`src/rtl/fifo_rd_ctrl_if.sv`:
```
// fifo_rd_ctrl_if: write/read handshake and status bundle for the FIFO read-side stage
interface fifo_rd_ctrl_if #(parameter int ADDR_W = 4, parameter int DATA_W = 8);
  logic              valid_wr;
  logic [ADDR_W-1:0] wr_addr;
  logic [DATA_W-1:0] wr_data;
  logic              rd_en;
  logic [DATA_W-1:0] rd_data;
  logic              rd_valid;
  logic              empty;
  logic              full;
  logic              almost_full;
  logic [ADDR_W:0]   count;
  logic              err_overflow;
  logic              err_underflow;
  logic              err_addr;
  modport master (
    output valid_wr, wr_addr, wr_data, rd_en,
    input  rd_data, rd_valid, empty, full, almost_full, count,
    input  err_overflow, err_underflow, err_addr
  );
  modport slave (
    input  valid_wr, wr_addr, wr_data, rd_en,
    output rd_data, rd_valid, empty, full, almost_full, count,
    output err_overflow, err_underflow, err_addr
  );
endinterface

```
`src/rtl/fifo_rd_ctrl.sv`:
```
// fifo_rd_ctrl: FIFO storage, read pointer, occupancy, flags and sticky protocol errors
module fifo_rd_ctrl #(
  parameter int DEPTH     = 16,
  parameter int ADDR_W    = 4,
  parameter int DATA_W    = 8,
  parameter int AFULL_LVL = 14
) (
  input logic          clk,
  input logic          reset,
  fifo_rd_ctrl_if.slave bus
);
  localparam logic [ADDR_W:0] FULL_CNT  = (ADDR_W+1)'(DEPTH);
  localparam logic [ADDR_W:0] AFULL_CNT = (ADDR_W+1)'(AFULL_LVL);
  logic [DATA_W-1:0] mem [DEPTH];
  logic [ADDR_W-1:0] rd_addr, exp_wa;
  logic [ADDR_W:0]   cnt;
  logic [DATA_W-1:0] rd_data;
  logic              rd_valid, err_ov, err_un, err_ad;
  logic              wr_acc, rd_acc;
  assign bus.empty         = cnt == '0;
  assign bus.full          = cnt == FULL_CNT;
  assign bus.almost_full   = cnt >= AFULL_CNT;
  assign bus.count         = cnt;
  assign bus.rd_data       = rd_data;
  assign bus.rd_valid      = rd_valid;
  assign bus.err_overflow  = err_ov;
  assign bus.err_underflow = err_un;
  assign bus.err_addr      = err_ad;
  assign wr_acc = bus.valid_wr & ~bus.full;
  assign rd_acc = bus.rd_en & ~bus.empty;
  always_ff @(posedge clk)
    if (wr_acc) mem[bus.wr_addr] <= bus.wr_data;
  // DEPTH is a power of two, so pointer wrap is plain ADDR_W-bit overflow
  always_ff @(posedge clk or posedge reset)
    if (reset) begin
      rd_addr  <= '0;
      exp_wa   <= '0;
      cnt      <= '0;
      rd_data  <= '0;
      rd_valid <= 1'b0;
      err_ov   <= 1'b0;
      err_un   <= 1'b0;
      err_ad   <= 1'b0;
    end else begin
      rd_valid <= rd_acc;
      if (rd_acc) begin
        rd_data <= mem[rd_addr];
        rd_addr <= rd_addr + 1'b1;
      end
      if (wr_acc) exp_wa <= exp_wa + 1'b1;
      if (wr_acc && bus.wr_addr != exp_wa) err_ad <= 1'b1;
      if (bus.valid_wr && bus.full) err_ov <= 1'b1;
      if (bus.rd_en && bus.empty) err_un <= 1'b1;
      cnt <= cnt + {{ADDR_W{1'b0}}, wr_acc} - {{ADDR_W{1'b0}}, rd_acc};
    end
endmodule

```
`src/flat_wrapper.sv`:
```
// flat-port wrapper written by rule: the top's interface ports become plain ports
module fifo_rd_ctrl_flat 
#(
  parameter int DEPTH     = 16,
  parameter int ADDR_W    = 4,
  parameter int DATA_W    = 8,
  parameter int AFULL_LVL = 14
)
  (clk, reset, bus_valid_wr, bus_wr_addr, bus_wr_data, bus_rd_en, bus_rd_data, bus_rd_valid, bus_empty, bus_full, bus_almost_full, bus_count, bus_err_overflow, bus_err_underflow, bus_err_addr);
  fifo_rd_ctrl_if #(.ADDR_W(ADDR_W), .DATA_W(DATA_W)) bus_i ();
  input logic clk;
  input logic reset;
  input wire logic [$bits(bus_i.valid_wr)-1:0] bus_valid_wr;
  input wire logic [$bits(bus_i.wr_addr)-1:0] bus_wr_addr;
  input wire logic [$bits(bus_i.wr_data)-1:0] bus_wr_data;
  input wire logic [$bits(bus_i.rd_en)-1:0] bus_rd_en;
  output wire logic [$bits(bus_i.rd_data)-1:0] bus_rd_data;
  output wire logic [$bits(bus_i.rd_valid)-1:0] bus_rd_valid;
  output wire logic [$bits(bus_i.empty)-1:0] bus_empty;
  output wire logic [$bits(bus_i.full)-1:0] bus_full;
  output wire logic [$bits(bus_i.almost_full)-1:0] bus_almost_full;
  output wire logic [$bits(bus_i.count)-1:0] bus_count;
  output wire logic [$bits(bus_i.err_overflow)-1:0] bus_err_overflow;
  output wire logic [$bits(bus_i.err_underflow)-1:0] bus_err_underflow;
  output wire logic [$bits(bus_i.err_addr)-1:0] bus_err_addr;
  assign bus_i.valid_wr = bus_valid_wr;
  assign bus_i.wr_addr = bus_wr_addr;
  assign bus_i.wr_data = bus_wr_data;
  assign bus_i.rd_en = bus_rd_en;
  assign bus_rd_data = bus_i.rd_data;
  assign bus_rd_valid = bus_i.rd_valid;
  assign bus_empty = bus_i.empty;
  assign bus_full = bus_i.full;
  assign bus_almost_full = bus_i.almost_full;
  assign bus_count = bus_i.count;
  assign bus_err_overflow = bus_i.err_overflow;
  assign bus_err_underflow = bus_i.err_underflow;
  assign bus_err_addr = bus_i.err_addr;
  fifo_rd_ctrl #(.DEPTH(DEPTH), .ADDR_W(ADDR_W), .DATA_W(DATA_W), .AFULL_LVL(AFULL_LVL)) u_core (.clk(clk), .reset(reset), .bus(bus_i));
endmodule
```
`config.mk`:
```
export PLATFORM = sky130hd
export DESIGN_NAME = fifo_rd_ctrl_flat
export DESIGN_NICKNAME = d
export VERILOG_FILES = /design/src/rtl/fifo_rd_ctrl_if.sv /design/src/rtl/fifo_rd_ctrl.sv /design/src/flat_wrapper.sv
export SDC_FILE = /design/constraint.sdc
export NUM_CORES = 1
export LEC_CHECK = 0
export ABC_AREA = 1
export ABC_CLOCK_PERIOD_IN_PS = 2600
export CORE_MARGIN = 1.5
export CORE_UTILIZATION = 45
export CTS_CLUSTER_DIAMETER = 150
export DETAILED_ROUTE_END_ITERATION = 10
export GPL_ROUTABILITY_DRIVEN = 0
export HOLD_SLACK_MARGIN = 0.03
export PLACE_DENSITY = 0.65
export RECOVER_POWER = 100
export SYNTH_ARGS = -nofsm -noshare
export SYNTH_HDL_FRONTEND = slang
export SYNTH_SLANG_ARGS = --single-unit
```
`constraint.sdc`:
```
create_clock -name clk -period 2.6 [get_ports clk]
set_input_delay 0.26 -clock clk [delete_from_list [all_inputs] [get_ports clk]]
set_output_delay 0.26 -clock clk [all_outputs]
set_load 0.005 [all_outputs]
```
==> flow_metrics.py <==
metrics = {
    "clock_tree": {
        "htree_levels": 4,
        "cts_tree": "done",
        "cts_buffers": 17,
        "path_clk_slew_ns": 0.06,
        "postCtsSetupBuffers": 0,
        "clock_sinks": 153,
        "cts_root_buffer": "clkbuf_16",
        "insertion_delay_ns": 0.42,
        "clk_path_buf_depth": 2,
    },
    "yosys": {
        "yosys.area_share.xor_xnor": 0.01677,
        "yosys_warnings": 0,
        "synth_cells": 666,
        "synth-compound-area-share": 0.008479,
        "yosys_register_bits": 153,
        "synthesis.area_um2": 6788,
        "synth-simple-area-share": 0.2042,
        "synth_area_per_cell_um2": 10.19,
        "synthMuxAreaShare": 0,
        "synth_fa_ha_area_frac": 0.02323,
        "yosysSeqAreaShare": 0.6584,
        "ys_types": 22,
        "synth_top_family_by_area": "simple AND/OR/NAND/NOR gates",
        "synth_nets": 694,
    },
    "critical_path": {
        "critPathKind": "flip-flop to flip-flop",
        "cp.arrival_ns": 2.41,
        "rr_worst_depth": 8,
        "cp_max_fo": 10,
        "cp-end-kind": "flip-flop",
        "cp_slowest_cell": "dfrtp_1",
        "crit_chain": "inv_1, ha_1, nand4_1, nand2_1, clkinv_1, nand3_1, nor2_1, clkbuf_1",
        "start_kind": "flip-flop",
        "slowest_delay_ns": 0.42,
        "required_ns": 2.67,
    },
    "pwr": {
        "leakage_nw": 3.509,
        "switching_share": 0.3402,
        "internal_power_mw": 5.352,
        "power_switching_mw": 2.759,
        "ir_worst_vdd_mv": 0.6254,
        "clkPwrFrac": 0.295,
        "p_per_area_nw_per_um2": 1025,
        "power.share.sequential": 0.377,
        "power_frac_comb": 0.328,
    },
    "sta": {
        "hold_violations": 0,
        "drv_slew": 0,
        "fmax_mhz": 426.2,
        "finalSetupTns_ns": 0,
        "final.min_clock_period_ns": 2.346,
        "relSlewSlack": 0.07665,
        "tightestPinTransition_ns": 1.385,
        "rsz0062_at_grt": "false",
        "fin_skew_ns": 0.006725,
        "final-setup-viol-count": 0,
        "setup_ws_ns": 0.2538,
        "fin_crit_sh": 0.9024,
    },
    "cells_and_area": {
        "final_cell_mix": "nand2_1, edfxtp_1, inv_1, nand3_1, dlygate4sd3_1",
        "regArea_um2": 4471,
        "nFillCells": 1269,
        "multiInputGateArea_um2": 1713,
        "final_common_cell": "nand2_1",
        "drive_above_1_share": 0.06164,
        "antenna_cells": 0,
        "nets": 745,
        "syn2layout_area_growth_pct": 16.63,
    },
    "job": {
        "cap_violations": 0,
    },
    "routing": {
        "via_count": 4506,
        "wl_mm": 14.74,
        "drtIter0Drc": 378,
        "wl_per_cell_um": 16.13,
        "vias_per_cell": 4.930,
        "dr.pass1.iters": 8,
        "drc": 1,
        "ant_nets": 0,
    },
    "floorplanning": {
        "top_level_ports": 36,
        "die_w_um": 125.8,
        "initial_core_util": 0.4635,
        "row_count": 44,
        "die_h_um": 125.8,
        "fp.dieArea_um2": 15830,
        "core-area_um2": 14640,
    },
    "global_route": {
        "grt_pass1_wl_mm": 24.27,
        "grt_max_degree": 67,
        "antenna_found_initial": 0,
        "grt_pass1_vias": 4662,
        "grt_overflow": 0,
        "grt_use_total": 0.2037,
    },
    "placement": {
        "hpwl_mm": 9.621,
        "port_buffers": 35,
        "pre_cts_ws_ns": 0.1847,
    },
    "worst_hold_path": {
        "whs_path_depth": 1,
        "hold_path_class": "flip-flop to flip-flop",
    },
    "status": {
        "violations": "design-rule violations",
        "status": "complete, but fails checks",
    },
}
==> logic make-up after synthesis <==
logic type / count (synthesis)
AOI/OAI and AO/OA: 10
DFF: 153
and+or+nand+nor: 332
xor gates and xnor gates: 13
buffers and inverters: 146
adders and majority gates: 12
==> power by group through the flow <==
stage	Sequential (mW)	Combinational, mW	Clock [mW]
global placement	3.09	2.66	0
global route	3.09	3.03	2.52
detailed placement	3.11	2.70	0
CTS	3.06	2.73	2.42
finish	3.06	2.66	2.39
floorplan	3.07	1.85	0
==> synth_stat cells <==
library cell	number	area (um^2)
xnor2_1	7	61.31
dfrtp_1	25	625.6
a21o_1	3	22.52
buf_4	7	52.55
nand2_1	208	780.8
buf_6	1	11.26
nand3_1	104	520.5
nor2_1	16	60.06
nand4_1	3	18.77
a21oi_1	3	15.01
xor2_1	6	52.55
clkbuf_1	1	3.750
fa_1	1	20.02
o21ai_0	3	15.01
inv_2	2	7.510
buf_2	17	85.08
ha_1	11	137.6
nand2_2	1	6.260
clkinv_1	3	11.26
inv_1	115	431.7
edfxtp_1	128	3844
o21ai_1	1	5.000
==> what timing repair did <==
action / CTS / global route
setup endpoints to repair: 0 / 1
hold endpoints to repair: 0 / 0
hold buffers: 0 / 0
gates resized for setup: 0 / 1
==> stage by stage <==
| stage | hold WS, ns | util | power (mW) | instances | instance area (um^2) |
|---|---|---|---|---|---|
| after floorplan | 0.2873 | - | 4.927 | 666 | 6788 |
| after global placement | 0.4391 | 0.5055 | 5.754 | 882 | 7402 |
| after detailed placement | 0.4489 | 0.5055 | 5.811 | 882 | 7402 |
| after CTS | 0.3975 | 0.5443 | 8.213 | 914 | 7970 |
| after global routing | 0.4726 | 0.5406 | 8.636 | 914 | 7916 |
| final | 0.4553 | 0.5406 | 8.111 | 914 | 7916 |
==> worst max-delay path: cells and delay by family (launching register included) <==
family / cells / cell delay [ns]
buffers and inverters: 3 / 0.69
and+or+nand+nor: 4 / 0.65
DFF: 1 / 0.42
adders and majority gates: 1 / 0.22
==> per-layer routing <==
layer / share of wire / wire (um) / vias up / global-route usage
met5: 0 / 0 / - / 0
met3: 0.040 / 595 / 26 / 0.03823
met2: 0.51 / 7454 / 96 / 0.3449
met1: 0.43 / 6393 / 2151 / 0.2585
li1: - / - / 2233 / -
met4: 0.020 / 299 / 0 / 0.08654
==> layout make-up <==
class                      instances  share of cell area
sequential                       153              0.5647
multi-input combinational        367              0.2164
timing repair buffer              58             0.06117
inverter                         120             0.05690
clock buffer                      20             0.05516
tap                              184             0.02908
clock inverter                    12             0.01660
==> worst paths after layout <==
path / start / end / slack, ns
setup / recovery: u_core.bus.count[2] / u_core.mem[8][0] / 0.25
hold / removal: u_core.bus.err_addr / u_core.bus.err_addr / 0.46
setup reg to reg: u_core.bus.count[2] / u_core.mem[8][0] / 0.25
hold reg to reg: u_core.bus.err_addr / u_core.bus.err_addr / 0.46
max in group asynchronous: reset / u_core.rd_addr[0] / 1.43
min in group asynchronous: reset / u_core.bus.err_underflow / 0.50
==> registers in the layout, summed over array words and instances, names as in the netlist <==
register                  flops
u_core.bus.count              5
u_core.exp_wa                 4
u_core.bus.err_underflow      1
u_core.bus.err_addr           1
u_core.bus.err_overflow       1
u_core.rd_addr                4
u_core.mem                  128
u_core.bus.rd_data            8
u_core.bus.rd_valid           1
Power figures use the tool's default switching activity.
